==> src/rtl/fetch_align_queue.sv <==
// fetch_align_queue: instruction fetch unit with a parcel-aligned queue.
//
// Fetches 32-bit words from instruction memory (one outstanding request),
// splits them into 16-bit parcels held in a circular queue, and presents
// complete instructions (16- or 32-bit) at the queue head.
//
// Optional feature macro: COMPRESS_EN
//   defined   : mixed 16/32-bit instructions; a head parcel with [1:0]=2'b11
//               is the low half of a 32-bit instruction, anything else is a
//               16-bit instruction. Fetch from an odd-halfword PC enqueues
//               only rdata[31:16].
//   undefined : every instruction is 32 bits (two parcels), redirect_pc[1:0]
//               is forced to 0 and both halfwords are always enqueued.
//
// Parameters:
//   DEPTH    queue capacity in 16-bit parcels (power of 2, >= 4)
//   RESET_PC first fetch address after reset
//
// Ports:
//   clk, rst                   clock, synchronous active-high reset
//   redirect_valid/redirect_pc flush queue and restart fetch at redirect_pc
//   imem_valid/imem_addr       fetch request (held until imem_ready)
//   imem_ready/imem_rdata      fetch response strobe and data
//   instr_valid/instr/instr_pc instruction at queue head and its address
//   instr_ready                consumer accepts instr
//   fill                       parcels currently queued
module fetch_align_queue #(
  parameter int unsigned DEPTH    = 8,
  parameter logic [31:0] RESET_PC = 32'h0
) (
  input  logic                     clk,
  input  logic                     rst,
  input  logic                     redirect_valid,
  input  logic [31:0]              redirect_pc,
  output logic                     imem_valid,
  output logic [31:0]              imem_addr,
  input  logic                     imem_ready,
  input  logic [31:0]              imem_rdata,
  output logic                     instr_valid,
  output logic [31:0]              instr,
  output logic [31:0]              instr_pc,
  input  logic                     instr_ready,
  output logic [$clog2(DEPTH):0]   fill
);

  localparam int unsigned PW = $clog2(DEPTH);
  localparam int unsigned FW = PW + 1;

`ifdef COMPRESS_EN
  localparam logic [31:0] PC_MASK = 32'hffff_fffe;
`else
  localparam logic [31:0] PC_MASK = 32'hffff_fffc;
`endif

  typedef enum logic [1:0] {IDLE, WAIT, DROP} state_t;

  state_t          state;
  logic [15:0]     q [DEPTH];
  logic [PW-1:0]   rd_ptr;
  logic [PW-1:0]   wr_ptr;
  logic [FW-1:0]   fill_q;
  logic [31:0]     fetch_pc;
  logic [31:0]     req_addr;
  logic [31:0]     pc_q;

  logic [FW-1:0]   free;
  logic            issue;
  logic [15:0]     p0;
  logic [15:0]     p1;
  logic            head_is32;
  logic [FW-1:0]   need;
  logic            head_ok;
  logic            resp;
  logic            enq_two;
  logic [FW-1:0]   enq_n;
  logic [FW-1:0]   deq_n;
  logic [31:0]     redir_tgt;
  logic            unused_bits;

  assign redir_tgt   = redirect_pc & PC_MASK;
  assign unused_bits = ^{fetch_pc[1:0]};

  always_comb begin
    free  = FW'(DEPTH) - fill_q;
    issue = (state == IDLE) && !redirect_valid && (free >= FW'(2));
    p0    = q[rd_ptr];
    p1    = q[rd_ptr + PW'(1)];
`ifdef COMPRESS_EN
    head_is32 = (p0[1:0] == 2'b11);
    enq_two   = !fetch_pc[1];
`else
    head_is32 = 1'b1;
    enq_two   = 1'b1;
`endif
    need    = head_is32 ? FW'(2) : FW'(1);
    head_ok = (fill_q >= need);
    // Redirect masks the head so no handshake can complete in a flush cycle.
    instr_valid = !rst && !redirect_valid && head_ok;
    instr       = '0;
    if (instr_valid) begin
      instr = head_is32 ? {p1, p0} : {16'h0000, p0};
    end
    instr_pc = pc_q;
    fill     = fill_q;
    deq_n    = (instr_valid && instr_ready) ? need : '0;
    resp     = (state == WAIT) && imem_ready && !redirect_valid;
    enq_n    = '0;
    if (resp) begin
      enq_n = enq_two ? FW'(2) : FW'(1);
    end
    imem_valid = !rst && (issue || (state == WAIT) || (state == DROP));
    imem_addr  = (state == IDLE) ? (fetch_pc & 32'hffff_fffc) : req_addr;
  end

  // Parcel storage; contents need no reset since fill gates visibility.
  always_ff @(posedge clk) begin
    if (resp) begin
      if (enq_two) begin
        q[wr_ptr]            <= imem_rdata[15:0];
        q[wr_ptr + PW'(1)]   <= imem_rdata[31:16];
      end else begin
        q[wr_ptr]            <= imem_rdata[31:16];
      end
    end
  end

  always_ff @(posedge clk) begin
    if (rst) begin
      state    <= IDLE;
      fill_q   <= '0;
      rd_ptr   <= '0;
      wr_ptr   <= '0;
      fetch_pc <= RESET_PC & PC_MASK;
      pc_q     <= RESET_PC & PC_MASK;
      req_addr <= RESET_PC & 32'hffff_fffc;
    end else if (redirect_valid) begin
      fill_q   <= '0;
      rd_ptr   <= '0;
      wr_ptr   <= '0;
      fetch_pc <= redir_tgt;
      pc_q     <= redir_tgt;
      // A response arriving together with the redirect still retires the
      // outstanding request (its data is discarded), so there is nothing
      // left to drop in that case.
      case (state)
        IDLE:    state <= issue ? DROP : IDLE;
        WAIT:    state <= imem_ready ? IDLE : DROP;
        DROP:    state <= imem_ready ? IDLE : DROP;
        default: state <= IDLE;
      endcase
    end else begin
      fill_q <= fill_q + enq_n - deq_n;
      wr_ptr <= wr_ptr + PW'(enq_n);
      rd_ptr <= rd_ptr + PW'(deq_n);
      pc_q   <= pc_q + (32'(deq_n) << 1);
      case (state)
        IDLE: begin
          if (issue) begin
            req_addr <= fetch_pc & 32'hffff_fffc;
            state    <= WAIT;
          end
        end
        WAIT: begin
          if (imem_ready) begin
            fetch_pc <= (fetch_pc & 32'hffff_fffc) + 32'd4;
            state    <= IDLE;
          end
        end
        DROP: begin
          if (imem_ready) begin
            state <= IDLE;
          end
        end
        default: state <= IDLE;
      endcase
    end
  end

endmodule

==> config.mk <==
export PLATFORM = sky130hd
export DESIGN_NAME = fetch_align_queue
export DESIGN_NICKNAME = d
export VERILOG_FILES = /design/src/rtl/fetch_align_queue.sv
export SDC_FILE = /design/constraint.sdc
export NUM_CORES = 1
export LEC_CHECK = 0
export ABC_CLOCK_PERIOD_IN_PS = 8200
export BUFFER_PORTS_ARGS = -buffer_cell sky130_fd_sc_hd__buf_2
export CAP_MARGIN = 20
export CELL_PAD_IN_SITES_DETAIL_PLACEMENT = 1
export CELL_PAD_IN_SITES_GLOBAL_PLACEMENT = 1
export CORE_MARGIN = 2
export CORE_UTILIZATION = 50
export DETAILED_ROUTE_END_ITERATION = 6
export PLACE_DENSITY = 0.84
export SYNTH_ARGS = -nofsm -noshare
export SYNTH_HDL_FRONTEND = slang
export SYNTH_SLANG_ARGS = --single-unit
==> constraint.sdc <==
create_clock -name clk -period 8.2 [get_ports clk]
set_input_delay 1.23 -clock clk [delete_from_list [all_inputs] [get_ports clk]]
set_output_delay 1.23 -clock clk [all_outputs]
set_load 0.01 [all_outputs]
==> flow_summary.toml <==
[cts]
cts-resized-gates = 0
post_cts_buffers = 0
cts.sinks = 227
clockBufferDepth = 3
h-tree-depth = 1
clk_pin_slew_ps = 50
cts_tree = "done"
worstSkewPairLatency_ps = 540
cts_buffers = 25
cts_root_buffer = "clkbuf_16"
hold_buffers = 0

[worst_setup_path]
endpoint_kind = "output port"
crit_type = "input pin to output port"
r2r_slack_ps = 4710
critPathLaunchType = "input pin"
critPathTopFamily = "compound AO/OA/AOI/OAI gates"
path_cells = "buf_2 > buf_4 > inv_2 > o311a_2 > nor3_1 > nor2_1 > buf_2"
critPathMaxFanout = 36
max_stage_delay_ps = 890
reg2reg_depth = 11
cp_num_buf_inv = 4
rr_startpoint = "fill[2]"
crit_path_top_delay_cell = "o311a_2"
rr_endpoint = "instr_pc[21]"
arrival_ps = 3120
crit_required_ps = 6970
crit_top_cell = "buf_2"

[synthesis]
ys_warn_count = 0
syn_inst = 901
synth_edf_count = 128
synth_area_leaders = "edfxtp_1, dfxtp_1, mux2_2"
synthArstFlopShare = 0
synth_area_per_cell_um2 = 12.27
synth_top_flop_cell = "edfxtp_1"
synth_top_area_share = 0.3478
ys_seq_area_frac = 0.5271
synth.lib_cells_used.distinct = 65
synth_area_um2 = 11050
ys_ff_latch = 227
yosys.area.top_type = "edfxtp_1"

[timing]
finalSetupViolations = 0
period_share = 0.5308
period_needed_ps = 4353
worst_pin_slew_ps = 1085
clock.fmax_ghz = 0.2297
maxSlewHeadroom = 0.2769
finalHoldViolations = 0
rsz0062_at_grt = "false"
clock_skew_ps = 7.968
slew_violations = 0
timing.final.ws_setup_ps = 3847
setup_tns_ps = 0

[drt]
route.detailed.drc = 0
final_antenna_net_count = 0
drt_first_pass_iters = 5
wl_per_cell_um = 22.31
routed_wirelength_um = 29870
viasPerCell = 6.040
first_iter_violations = 462
num_vias = 8088

[die]
die_area_um2 = 23310
num_rows = 54
initial_utilization = 0.5080
die_w_um = 152.7
die_h_um = 152.7
pin_count = 171
core_area_um2 = 21760

[final_layout]
regArea_um2 = 5827
n_fill_cell = 2243
area_growth_syn_to_layout_pct = 16.62
layout.nets = 1119
final_cells = 1339
fin_util = 0.5924
layout-drive-gt1-share = 0.3365
multiInputGateArea_um2 = 4897

[hold_path]
hold_class = "register to register"
min_from = "req_addr[25]"
worstHoldPathCells = 2
min_to = "req_addr[25]"

[power]
max-vdd-ir-drop_mv = 0.2440
p_leak_nw = 4.873
power.total_mw = 2.671
power_per_cell_area_nw_per_um2 = 207.2

[placement]
gp_congestion = 0.8683
port_buffers = 163
pre_cts_ws_ps = 3840
hpwlAfterDp_um = 19740
placed_cells = 1292

[outcome]
status = "complete, no violations"

[grt]
antenna_found_initial = 1
grt_overflow = 0
grt_start_max_net_pins = 79
grt_use_total = 0.2516
grt_pass1_wl_um = 46770
grt_pass1_vias = 8203

[job]
cap_violations = 0
## synthesized netlist by cell type (all sizes together) (3+ instances only)
library cell,number
a211oi,8
a21boi,15
a21oi,12
a311oi,7
a31oi,14
and2,12
and3,39
and4,18
buf,22
clkbuf,49
dfxtp,99
edfxtp,128
ha,9
inv,16
mux2,94
mux2i,30
mux4,32
nand2,31
nand2b,6
nand3,28
nand4,21
nor2,56
nor2b,4
nor3,11
nor4,10
o21a,11
o21ai,18
o311ai,3
o31a,6
o31ai,13
or2,4
or3,11
or4,11
xnor2,9
xor2,18
## logic make-up after synthesis
group / synth area share
other: 0.0003393
AO/OA/AOI/OAI: 0.07506
XOR/XNOR: 0.02140
flip-flops: 0.5271
adder cells (fa/ha/maj): 0.01381
AND/OR/NAND/NOR: 0.1412
buffers and inverters: 0.03294
multiplexers: 0.1882
## per-layer routing
metal,wire length (µm),GRT usage,share of wire
met1,12600,0.3310,0.42
met2,14820,0.4296,0.50
met3,1522,0.04010,0.051
met4,935,0.07937,0.031
met5,0,0,0
## report_power, final
| group | internal (mW) | leakage (nW) | switching (mW) | total, mW |
|---|---|---|---|---|
| Clock | 0.679 | 0.397 | 0.459 | 1.14 |
| Combinational | 0.113 | 2.51 | 0.145 | 0.258 |
| Sequential | 1.24 | 1.97 | 0.0401 | 1.28 |
## cell type report
cell class              count  area share
repair buffers            178     0.07203
flip-flops and latches    227      0.4521
clock buffers              43     0.05766
diodes                      1   0.0001942
clock inverters             3    0.006213
inverters                  16    0.004660
well taps                 280     0.02718
multi-input cells         591      0.3800
## cell usage in the layout (no fill, tap or decap), drive strengths merged, types with 5 or more instances in the layout
cell	count
dfxtp	99
a21oi	12
a211oi	8
and2	12
or4	11
a31oi	14
o31a	6
conb	5
o21ai	18
xnor2	9
edfxtp	128
inv	15
ha	9
nand2	31
mux2	94
nor2	56
nor4	10
and3	39
buf	178
o21a	11
xor2	18
nor3	11
or3	11
mux4	32
a311oi	7
mux2i	30
clkbuf	43
nand4	21
a21boi	15
nand3	28
o31ai	13
and4	18
nand2b	6
## sequential cells by signal, summed over array words and instances (netlist names)
name,cells
rd_ptr,2
req_addr,30
state,2
fill,3
fetch_pc,30
q,128
wr_ptr,2
instr_pc,30
## metrics by stage
step	hold WS, ps	area, µm²
finish	489.4	12890
global route	523.2	12890
CTS	494.6	12890
detailed placement	481.2	12060
global placement	466.9	12060
floorplan	456.1	11070
## worst max-delay path by stage
| stage | start | to | slack, ps | cells past startpoint |
|---|---|---|---|---|
| 4_1_cts | redirect_valid | imem_valid | 3860 | 7 |
| 3_3_place_gp | redirect_valid | imem_valid | 3870 | 7 |
| 3_5_place_dp | redirect_valid | instr_pc[21] | 3840 | 10 |
| 6_report | redirect_valid | imem_valid | 3850 | 7 |
| 2_1_floorplan | redirect_valid | imem_valid | 4430 | 7 |
| 5_1_grt | redirect_valid | imem_valid | 3720 | 7 |
## tightest hold or removal path, cell delays in order, from the launching register on
cell and delay, ps:
dfxtp_1 320, mux2i_1 70, nor2_1 70
(Power assumes the default switching activity.)
